===== src/rtl/lc3_mmio_console_if.sv =====
// Bus bundle between the LC-3 datapath and the keyboard/display console.
// Carries the MMIO read/write strobes, the keyboard valid/ready byte stream,
// the display valid/ready byte stream and the interrupt request outputs.
// master: datapath / environment side.  slave: console device side.
interface lc3_mmio_console_if;
  logic [15:0] mmio_addr;
  logic [15:0] mmio_wdata;
  logic        mmio_wr;
  logic        mmio_rd;
  logic [15:0] mmio_rdata;
  logic        kb_valid;
  logic [7:0]  kb_data;
  logic        kb_ready;
  logic        ds_valid;
  logic [7:0]  ds_data;
  logic        ds_ready;
  logic        irq;
  logic [2:0]  intp;
  logic [7:0]  intv;
  logic        run;

  modport master (
    output mmio_addr, mmio_wdata, mmio_wr, mmio_rd, kb_valid, kb_data, ds_ready,
    input  mmio_rdata, kb_ready, ds_valid, ds_data, irq, intp, intv, run
  );

  modport slave (
    input  mmio_addr, mmio_wdata, mmio_wr, mmio_rd, kb_valid, kb_data, ds_ready,
    output mmio_rdata, kb_ready, ds_valid, ds_data, irq, intp, intv, run
  );
endinterface


===== src/rtl/lc3_mmio_console.sv =====
// LC-3 memory-mapped keyboard/display console: KBSR/KBDR/DSR/DDR/MCR registers plus interrupt request.
// Latency: read data combinational; register writes and FIFO push/pop visible next cycle; irq one cycle after a priority change.
// Backpressure: kb_ready drops when the keyboard FIFO is full (bytes then dropped, KOVF set); display holds ds_data until ds_ready.
// Ports: clk, rst_n (async active-low), bus (slave modport of lc3_mmio_console_if):
//   mmio_addr/mmio_wdata/mmio_wr/mmio_rd in, mmio_rdata out; kb_valid/kb_data in, kb_ready out;
//   ds_valid/ds_data out, ds_ready in; irq/intp/intv out; run out (MCR[15]).
// KB_DEPTH must be a power of two and at least 2 so the pointers wrap naturally.
module lc3_mmio_console #(
  parameter int         KB_DEPTH = 4,
  parameter logic [2:0] KB_PRIO  = 3'd4,
  parameter logic [7:0] KB_VEC   = 8'h80,
  parameter logic [2:0] DS_PRIO  = 3'd2,
  parameter logic [7:0] DS_VEC   = 8'h81
) (
  input  logic                  clk,
  input  logic                  rst_n,
  lc3_mmio_console_if.slave     bus
);

  localparam int AW = $clog2(KB_DEPTH);
  localparam int CW = AW + 1;
  localparam logic [CW-1:0] FULL_CNT = CW'(KB_DEPTH);

  localparam logic [15:0] ADDR_KBSR = 16'hFE00;
  localparam logic [15:0] ADDR_KBDR = 16'hFE02;
  localparam logic [15:0] ADDR_DSR  = 16'hFE04;
  localparam logic [15:0] ADDR_DDR  = 16'hFE06;
  localparam logic [15:0] ADDR_MCR  = 16'hFFFE;

  typedef enum logic {DS_IDLE, DS_SEND} ds_state_t;

  // ---------------------------------------------------------------------------
  // Address decode (full 16-bit compare)
  // ---------------------------------------------------------------------------
  logic sel_kbsr, sel_kbdr, sel_dsr, sel_ddr, sel_mcr;

  assign sel_kbsr = (bus.mmio_addr == ADDR_KBSR);
  assign sel_kbdr = (bus.mmio_addr == ADDR_KBDR);
  assign sel_dsr  = (bus.mmio_addr == ADDR_DSR);
  assign sel_ddr  = (bus.mmio_addr == ADDR_DDR);
  assign sel_mcr  = (bus.mmio_addr == ADDR_MCR);

  // ---------------------------------------------------------------------------
  // Keyboard FIFO
  // ---------------------------------------------------------------------------
  logic [7:0]    kb_mem [KB_DEPTH];
  logic [AW-1:0] rd_ptr;
  logic [AW-1:0] wr_ptr;
  logic [CW-1:0] kb_cnt;
  logic          kb_full;
  logic          kb_nempty;
  logic          kb_push;
  logic          kb_pop;
  logic [7:0]    kb_head;

  assign kb_full   = (kb_cnt == FULL_CNT);
  assign kb_nempty = (kb_cnt != '0);
  // Full-ness is judged on the current count, so a pop this cycle does not
  // open a slot for a push in the same cycle.
  assign kb_push   = bus.kb_valid && !kb_full;
  // A byte arriving into an empty FIFO is not yet visible, so a KBDR read in
  // that cycle sees an empty FIFO and must not pop.
  assign kb_pop    = bus.mmio_rd && sel_kbdr && kb_nempty;
  assign kb_head   = kb_mem[rd_ptr];

  // Storage needs no reset; the count alone defines which entries are live.
  always_ff @(posedge clk) begin
    if (kb_push) begin
      kb_mem[wr_ptr] <= bus.kb_data;
    end
  end

  always_ff @(posedge clk or negedge rst_n) begin
    if (!rst_n) begin
      rd_ptr <= '0;
      wr_ptr <= '0;
      kb_cnt <= '0;
    end else begin
      if (kb_push) wr_ptr <= wr_ptr + AW'(1);
      if (kb_pop)  rd_ptr <= rd_ptr + AW'(1);
      case ({kb_push, kb_pop})
        2'b10:   kb_cnt <= kb_cnt + CW'(1);
        2'b01:   kb_cnt <= kb_cnt - CW'(1);
        default: kb_cnt <= kb_cnt;
      endcase
    end
  end

  // ---------------------------------------------------------------------------
  // Keyboard status and machine control
  // ---------------------------------------------------------------------------
  logic kie;
  logic kovf;
  logic run_q;

  always_ff @(posedge clk or negedge rst_n) begin
    if (!rst_n) begin
      kie   <= 1'b0;
      kovf  <= 1'b0;
      run_q <= 1'b1;
    end else begin
      if (bus.mmio_wr && sel_kbsr) begin
        kie <= bus.mmio_wdata[14];
        if (bus.mmio_wdata[13]) kovf <= 1'b0;
      end
      // A fresh overflow beats a simultaneous clear so no drop goes unreported.
      if (bus.kb_valid && kb_full) kovf <= 1'b1;
      if (bus.mmio_wr && sel_mcr) run_q <= bus.mmio_wdata[15];
    end
  end

  // ---------------------------------------------------------------------------
  // Display FSM with registered handshake outputs and DSR control bits
  // ---------------------------------------------------------------------------
  ds_state_t ds_state;
  logic      ds_valid_q;
  logic [7:0] ds_data_q;
  logic      die;
  logic      dovf;
  logic      drdy;

  assign drdy = (ds_state == DS_IDLE);

  always_ff @(posedge clk or negedge rst_n) begin
    if (!rst_n) begin
      ds_state   <= DS_IDLE;
      ds_valid_q <= 1'b0;
      ds_data_q  <= 8'h00;
      die        <= 1'b0;
      dovf       <= 1'b0;
    end else begin
      if (bus.mmio_wr && sel_dsr) begin
        die <= bus.mmio_wdata[14];
        if (bus.mmio_wdata[13]) dovf <= 1'b0;
      end
      case (ds_state)
        DS_IDLE: begin
          if (bus.mmio_wr && sel_ddr) begin
            ds_data_q  <= bus.mmio_wdata[7:0];
            ds_valid_q <= 1'b1;
            ds_state   <= DS_SEND;
          end
        end
        DS_SEND: begin
          // ds_data is frozen while the byte is on offer; late writes are lost.
          if (bus.mmio_wr && sel_ddr) dovf <= 1'b1;
          if (bus.ds_ready) begin
            ds_valid_q <= 1'b0;
            ds_state   <= DS_IDLE;
          end
        end
        default: begin
          ds_valid_q <= 1'b0;
          ds_state   <= DS_IDLE;
        end
      endcase
    end
  end

  // ---------------------------------------------------------------------------
  // Interrupt request: keyboard outranks display
  // ---------------------------------------------------------------------------
  logic [2:0] tgt_p;
  logic [7:0] tgt_v;
  logic       irq_q;
  logic [2:0] intp_q;
  logic [7:0] intv_q;

  always_comb begin
    tgt_p = 3'd0;
    tgt_v = 8'h00;
    if (kie && kb_nempty) begin
      tgt_p = KB_PRIO;
      tgt_v = KB_VEC;
    end else if (die && drdy) begin
      tgt_p = DS_PRIO;
      tgt_v = DS_VEC;
    end
  end

  // The datapath re-latches INTP on every irq, so a drop to priority 0 is
  // signalled the same way as a rise, which withdraws the request.
  always_ff @(posedge clk or negedge rst_n) begin
    if (!rst_n) begin
      irq_q  <= 1'b0;
      intp_q <= 3'd0;
      intv_q <= 8'h00;
    end else begin
      irq_q <= 1'b0;
      if (tgt_p != intp_q) begin
        irq_q  <= 1'b1;
        intp_q <= tgt_p;
        intv_q <= tgt_v;
      end
    end
  end

  // ---------------------------------------------------------------------------
  // Read mux (combinational, same cycle as the strobe)
  // ---------------------------------------------------------------------------
  always_comb begin
    bus.mmio_rdata = 16'h0000;
    case (bus.mmio_addr)
      ADDR_KBSR: bus.mmio_rdata = {kb_nempty, kie, kovf, 13'h0000};
      ADDR_KBDR: bus.mmio_rdata = kb_nempty ? {8'h00, kb_head} : 16'h0000;
      ADDR_DSR:  bus.mmio_rdata = {drdy, die, dovf, 13'h0000};
      ADDR_DDR:  bus.mmio_rdata = {8'h00, ds_data_q};
      ADDR_MCR:  bus.mmio_rdata = {run_q, 15'h0000};
      default:   bus.mmio_rdata = 16'h0000;
    endcase
  end

  assign bus.kb_ready = !kb_full;
  assign bus.ds_valid = ds_valid_q;
  assign bus.ds_data  = ds_data_q;
  assign bus.irq      = irq_q;
  assign bus.intp     = intp_q;
  assign bus.intv     = intv_q;
  assign bus.run      = run_q;

endmodule


===== src/flat_wrapper.sv =====
// flat-port wrapper written by rule: the top's interface ports become plain ports
module lc3_mmio_console_flat 
#(
  parameter int         KB_DEPTH = 4,
  parameter logic [2:0] KB_PRIO  = 3'd4,
  parameter logic [7:0] KB_VEC   = 8'h80,
  parameter logic [2:0] DS_PRIO  = 3'd2,
  parameter logic [7:0] DS_VEC   = 8'h81
)
  (clk, rst_n, bus_mmio_addr, bus_mmio_wdata, bus_mmio_wr, bus_mmio_rd, bus_kb_valid, bus_kb_data, bus_ds_ready, bus_mmio_rdata, bus_kb_ready, bus_ds_valid, bus_ds_data, bus_irq, bus_intp, bus_intv, bus_run);
  lc3_mmio_console_if bus_i ();
  input  logic clk;
  input  logic rst_n;
  input wire logic [$bits(bus_i.mmio_addr)-1:0] bus_mmio_addr;
  input wire logic [$bits(bus_i.mmio_wdata)-1:0] bus_mmio_wdata;
  input wire logic [$bits(bus_i.mmio_wr)-1:0] bus_mmio_wr;
  input wire logic [$bits(bus_i.mmio_rd)-1:0] bus_mmio_rd;
  input wire logic [$bits(bus_i.kb_valid)-1:0] bus_kb_valid;
  input wire logic [$bits(bus_i.kb_data)-1:0] bus_kb_data;
  input wire logic [$bits(bus_i.ds_ready)-1:0] bus_ds_ready;
  output wire logic [$bits(bus_i.mmio_rdata)-1:0] bus_mmio_rdata;
  output wire logic [$bits(bus_i.kb_ready)-1:0] bus_kb_ready;
  output wire logic [$bits(bus_i.ds_valid)-1:0] bus_ds_valid;
  output wire logic [$bits(bus_i.ds_data)-1:0] bus_ds_data;
  output wire logic [$bits(bus_i.irq)-1:0] bus_irq;
  output wire logic [$bits(bus_i.intp)-1:0] bus_intp;
  output wire logic [$bits(bus_i.intv)-1:0] bus_intv;
  output wire logic [$bits(bus_i.run)-1:0] bus_run;
  assign bus_i.mmio_addr = bus_mmio_addr;
  assign bus_i.mmio_wdata = bus_mmio_wdata;
  assign bus_i.mmio_wr = bus_mmio_wr;
  assign bus_i.mmio_rd = bus_mmio_rd;
  assign bus_i.kb_valid = bus_kb_valid;
  assign bus_i.kb_data = bus_kb_data;
  assign bus_i.ds_ready = bus_ds_ready;
  assign bus_mmio_rdata = bus_i.mmio_rdata;
  assign bus_kb_ready = bus_i.kb_ready;
  assign bus_ds_valid = bus_i.ds_valid;
  assign bus_ds_data = bus_i.ds_data;
  assign bus_irq = bus_i.irq;
  assign bus_intp = bus_i.intp;
  assign bus_intv = bus_i.intv;
  assign bus_run = bus_i.run;
  lc3_mmio_console #(.KB_DEPTH(KB_DEPTH), .KB_PRIO(KB_PRIO), .KB_VEC(KB_VEC), .DS_PRIO(DS_PRIO), .DS_VEC(DS_VEC)) u_core (.clk(clk), .rst_n(rst_n), .bus(bus_i));
endmodule

===== config.mk =====
export PLATFORM = sky130hd
export DESIGN_NAME = lc3_mmio_console_flat
export DESIGN_NICKNAME = d
export VERILOG_FILES = /design/src/rtl/lc3_mmio_console_if.sv /design/src/rtl/lc3_mmio_console.sv /design/src/flat_wrapper.sv
export SDC_FILE = /design/constraint.sdc
export NUM_CORES = 1
export LEC_CHECK = 0
export ABC_AREA = 1
export CORE_MARGIN = 10
export CORE_UTILIZATION = 50
export DETAILED_ROUTE_END_ITERATION = 8
export HOLD_SLACK_MARGIN = 0.08
export PLACE_DENSITY = 0.83
export SLEW_MARGIN = 25
export SYNTH_ARGS = -nofsm -noshare
export SYNTH_HDL_FRONTEND = slang
export SYNTH_SLANG_ARGS = --single-unit

===== constraint.sdc =====
create_clock -name clk -period 6 [get_ports clk]
set_clock_uncertainty 0.1 [all_clocks]
set_input_delay 0.6 -clock clk [delete_from_list [all_inputs] [get_ports clk]]
set_output_delay 0.6 -clock clk [all_outputs]
set_load 0.1 [all_outputs]

==> flow_metrics.tcl <==
set metrics [dict create \
    crit_path_cell_trace "clkdlybuf4s50_1 -> nand2_1 -> nor2_4 -> nand2_4 -> nor2_2 -> nand3_1 -> o21ai_1 -> clkdlybuf4s50_1" \
    detailed_place_hpwl_um 5370 \
    grt_use_total 0.151 \
    crit_top_cell "clkdlybuf4s50_1" \
    crit_slowest_cell "clkdlybuf4s50_1" \
    fin_nets 448 \
    htreeDepth 3 \
    drive_gt1_frac 0.0898 \
    stdcell_count 476 \
    yosysUniqueCellTypes 33 \
    grt_overflow_total 0 \
    die-area_um2 9490 \
    grt_pass1_vias 2480 \
    routedWlPerCell_um 14.8 \
    grt_pass1_wl_um 11800 \
    diodes 0 \
    numCtsBuffers 9 \
    avgSynthCellArea_um2 9.10 \
    fillers 468 \
    dr.pass1.iters 5 \
    io_pins 85 \
    die_w_um 97.4 \
    synth-xor-area-share 0.0117 \
    hold_class "register to register" \
    synth-edff-count 32 \
    antenna_found_initial 0 \
    synthAdderAreaFrac 0.0276 \
    yosys_warnings 0 \
    synthCells 329 \
    ys_ff_latch 58 \
    syn_to_final_growth_pct 27.7 \
    max_stage_delay_ps 1170 \
    finalMaxSlewViolations 0 \
    period_needed_ps 4040 \
    synth_compound_area_frac 0.0752 \
    setup-violations-final 0 \
    leakagePower_nw 1.64 \
    cts_hold_buf 0 \
    clock-sinks 58 \
    wirelength_um 7060 \
    synth.largest_area_cell "edfxtp_1" \
    synth_simple_gate_area_share 0.238 \
    clockBufferDepth 2 \
    start_util 0.509 \
    post_cts_buffers 0 \
    clkTransAtPathRegs_ps 60 \
    synth_top_area_frac 0.321 \
    cp_max_fo 12 \
    remaining_drc_errors 0 \
    antenna_left 0 \
    layout_common_cells "67 x clkdlybuf4s50_1, 54 x nand2_1, 41 x nor2_1" \
    cap_viol_max_count 0 \
    grt_max_degree 27 \
    viasPerCell 5.07 \
    row_count 28 \
    cts_resized 0 \
    hold_violations 0 \
    post-place-ws_ps 1970 \
    worst_slew_pin_slew_ps 1020 \
    synth_top_family_by_area "simple AND/OR/NAND/NOR gates" \
    startpoint_type "primary input" \
    numPlacedInstances 460 \
    status "finished clean" \
    clkLatencyLatePin_ps 330 \
    final_util 0.650 \
    cp.required_ps 5300 \
    max_slew_margin 0.317 \
    routabilityCongestion 0.877 \
    fin_tns_setup_ps 0 \
    rsz0062_at_grt "no" \
    drt-initial-drc-count 226 \
    max-vdd-ir-drop_mv 0.245 \
    synth_area_um2 3000 \
    synthMuxAreaShare 0 \
    die_y_um 97.4 \
    critPathKind "primary input to output port" \
    ys_seq_area_frac 0.538 \
    cts_root_buf "clkbuf_8" \
    vias 2412 \
    cts_tree "yes" \
    endpoint_kind "output port" \
    synthFlopType "edfxtp_1" \
    synthArstFlopShare 0.448 \
    fin_ws_ps 1960 \
    layout_commonest_cell "clkdlybuf4s50_1" \
    synth_area_leaders "edfxtp_1 32%, dfrtp_1 21%, nand2_1 6.8%" \
    min_period_over_period 0.673 \
    port_buffers 67 \
    fmax_ghz 0.247 \
    p_per_area_nw_per_um2 301 \
    core_um2 5890 \
    worstPathArrival_ps 3340 \
]
## path summary, 6_finish.rpt
path / from / to / slack (ps) / cells past startpoint
hold / removal: u_core.bus.run / u_core.bus.run / 370 / 2
setup / recovery: bus_mmio_addr[9] / bus_mmio_rdata[3] / 1960 / 8
setup reg to reg: u_core.kb_cnt[0] / u_core.kb_cnt[2] / 3610 / 8
min in group asynchronous: rst_n / u_core.bus.irq / 540 / 2
max in group asynchronous: rst_n / u_core.bus.run / 4960 / 2
hold reg to reg: u_core.bus.run / u_core.bus.run / 370 / 2
## through the flow
stage	hold slack [ps]	power, mW	cell area [um^2]
floorplan	204	0.768	3040
detailed placement	361	0.861	3660
global placement	357	0.847	3660
CTS	370	1.16	3820
finish	371	1.15	3820
global route	400	1.22	3820
## area by class of cell
type,count,area (um^2),area share
clock inverters,3,16.3,0.00425
well taps,75,93.8,0.0245
flip-flops and latches,58,1610,0.422
multi-input cells,213,1100,0.288
inverters,46,175,0.0458
repair buffers,68,678,0.177
clock buffers,13,149,0.0389
## synthesized netlist by cell type, drive strengths merged, types with 2 or more instances
library cell and number:
buf 21, inv 44, a21oi 4, clkbuf 2, dfrtp 25, nand2 56
nand3 22, o21ai 39, ha 5, nor2 49, nand4 19, xor2 3
edfxtp 32, clkinv 2
## per-layer routing
layer  global-route usage  up-vias  wire length, um
met1                0.173     1121             2820
met3               0.0583        9              617
met4               0.0503        0               88
li1                     -     1197                -
met2                0.251       85             3540
met5                    0        -                0
## critical path: cells and delay by family
family / cells / cell delay, ps
buf+inv: 2 / 1690
compound gates: 1 / 150
simple gates: 5 / 890
## power by group
| group | leakage (nW) | switching (mW) | internal (mW) |
|---|---|---|---|
| clock | 0.0811 | 0.141 | 0.159 |
| sequential | 0.620 | 0.0293 | 0.499 |
| combinational | 0.938 | 0.236 | 0.0873 |
## state kept, by name (all words and copies together), names as in the netlist
name,flops
u_core.bus.irq,1
u_core.rd_ptr,2
u_core.ds_state,1
u_core.wr_ptr,2
u_core.kb_cnt,3
u_core.bus.intv,1
u_core.kovf,1
u_core.bus.run,1
u_core.die,1
u_core.bus.ds_valid,1
u_core.kie,1
u_core.dovf,1
u_core.kb_mem,32
u_core.bus.intp,2
u_core.bus.ds_data,8
## cell families (layout without fill, tap and decap cells)
kind of cell,after synthesis,after routing
fa+ha+maj,6,6
compound gates,44,44
other cells,1,12
simple gates,147,147
xor+xnor,4,4
flops,58,58
buf+inv,69,130
(Power assumes the default switching activity.)
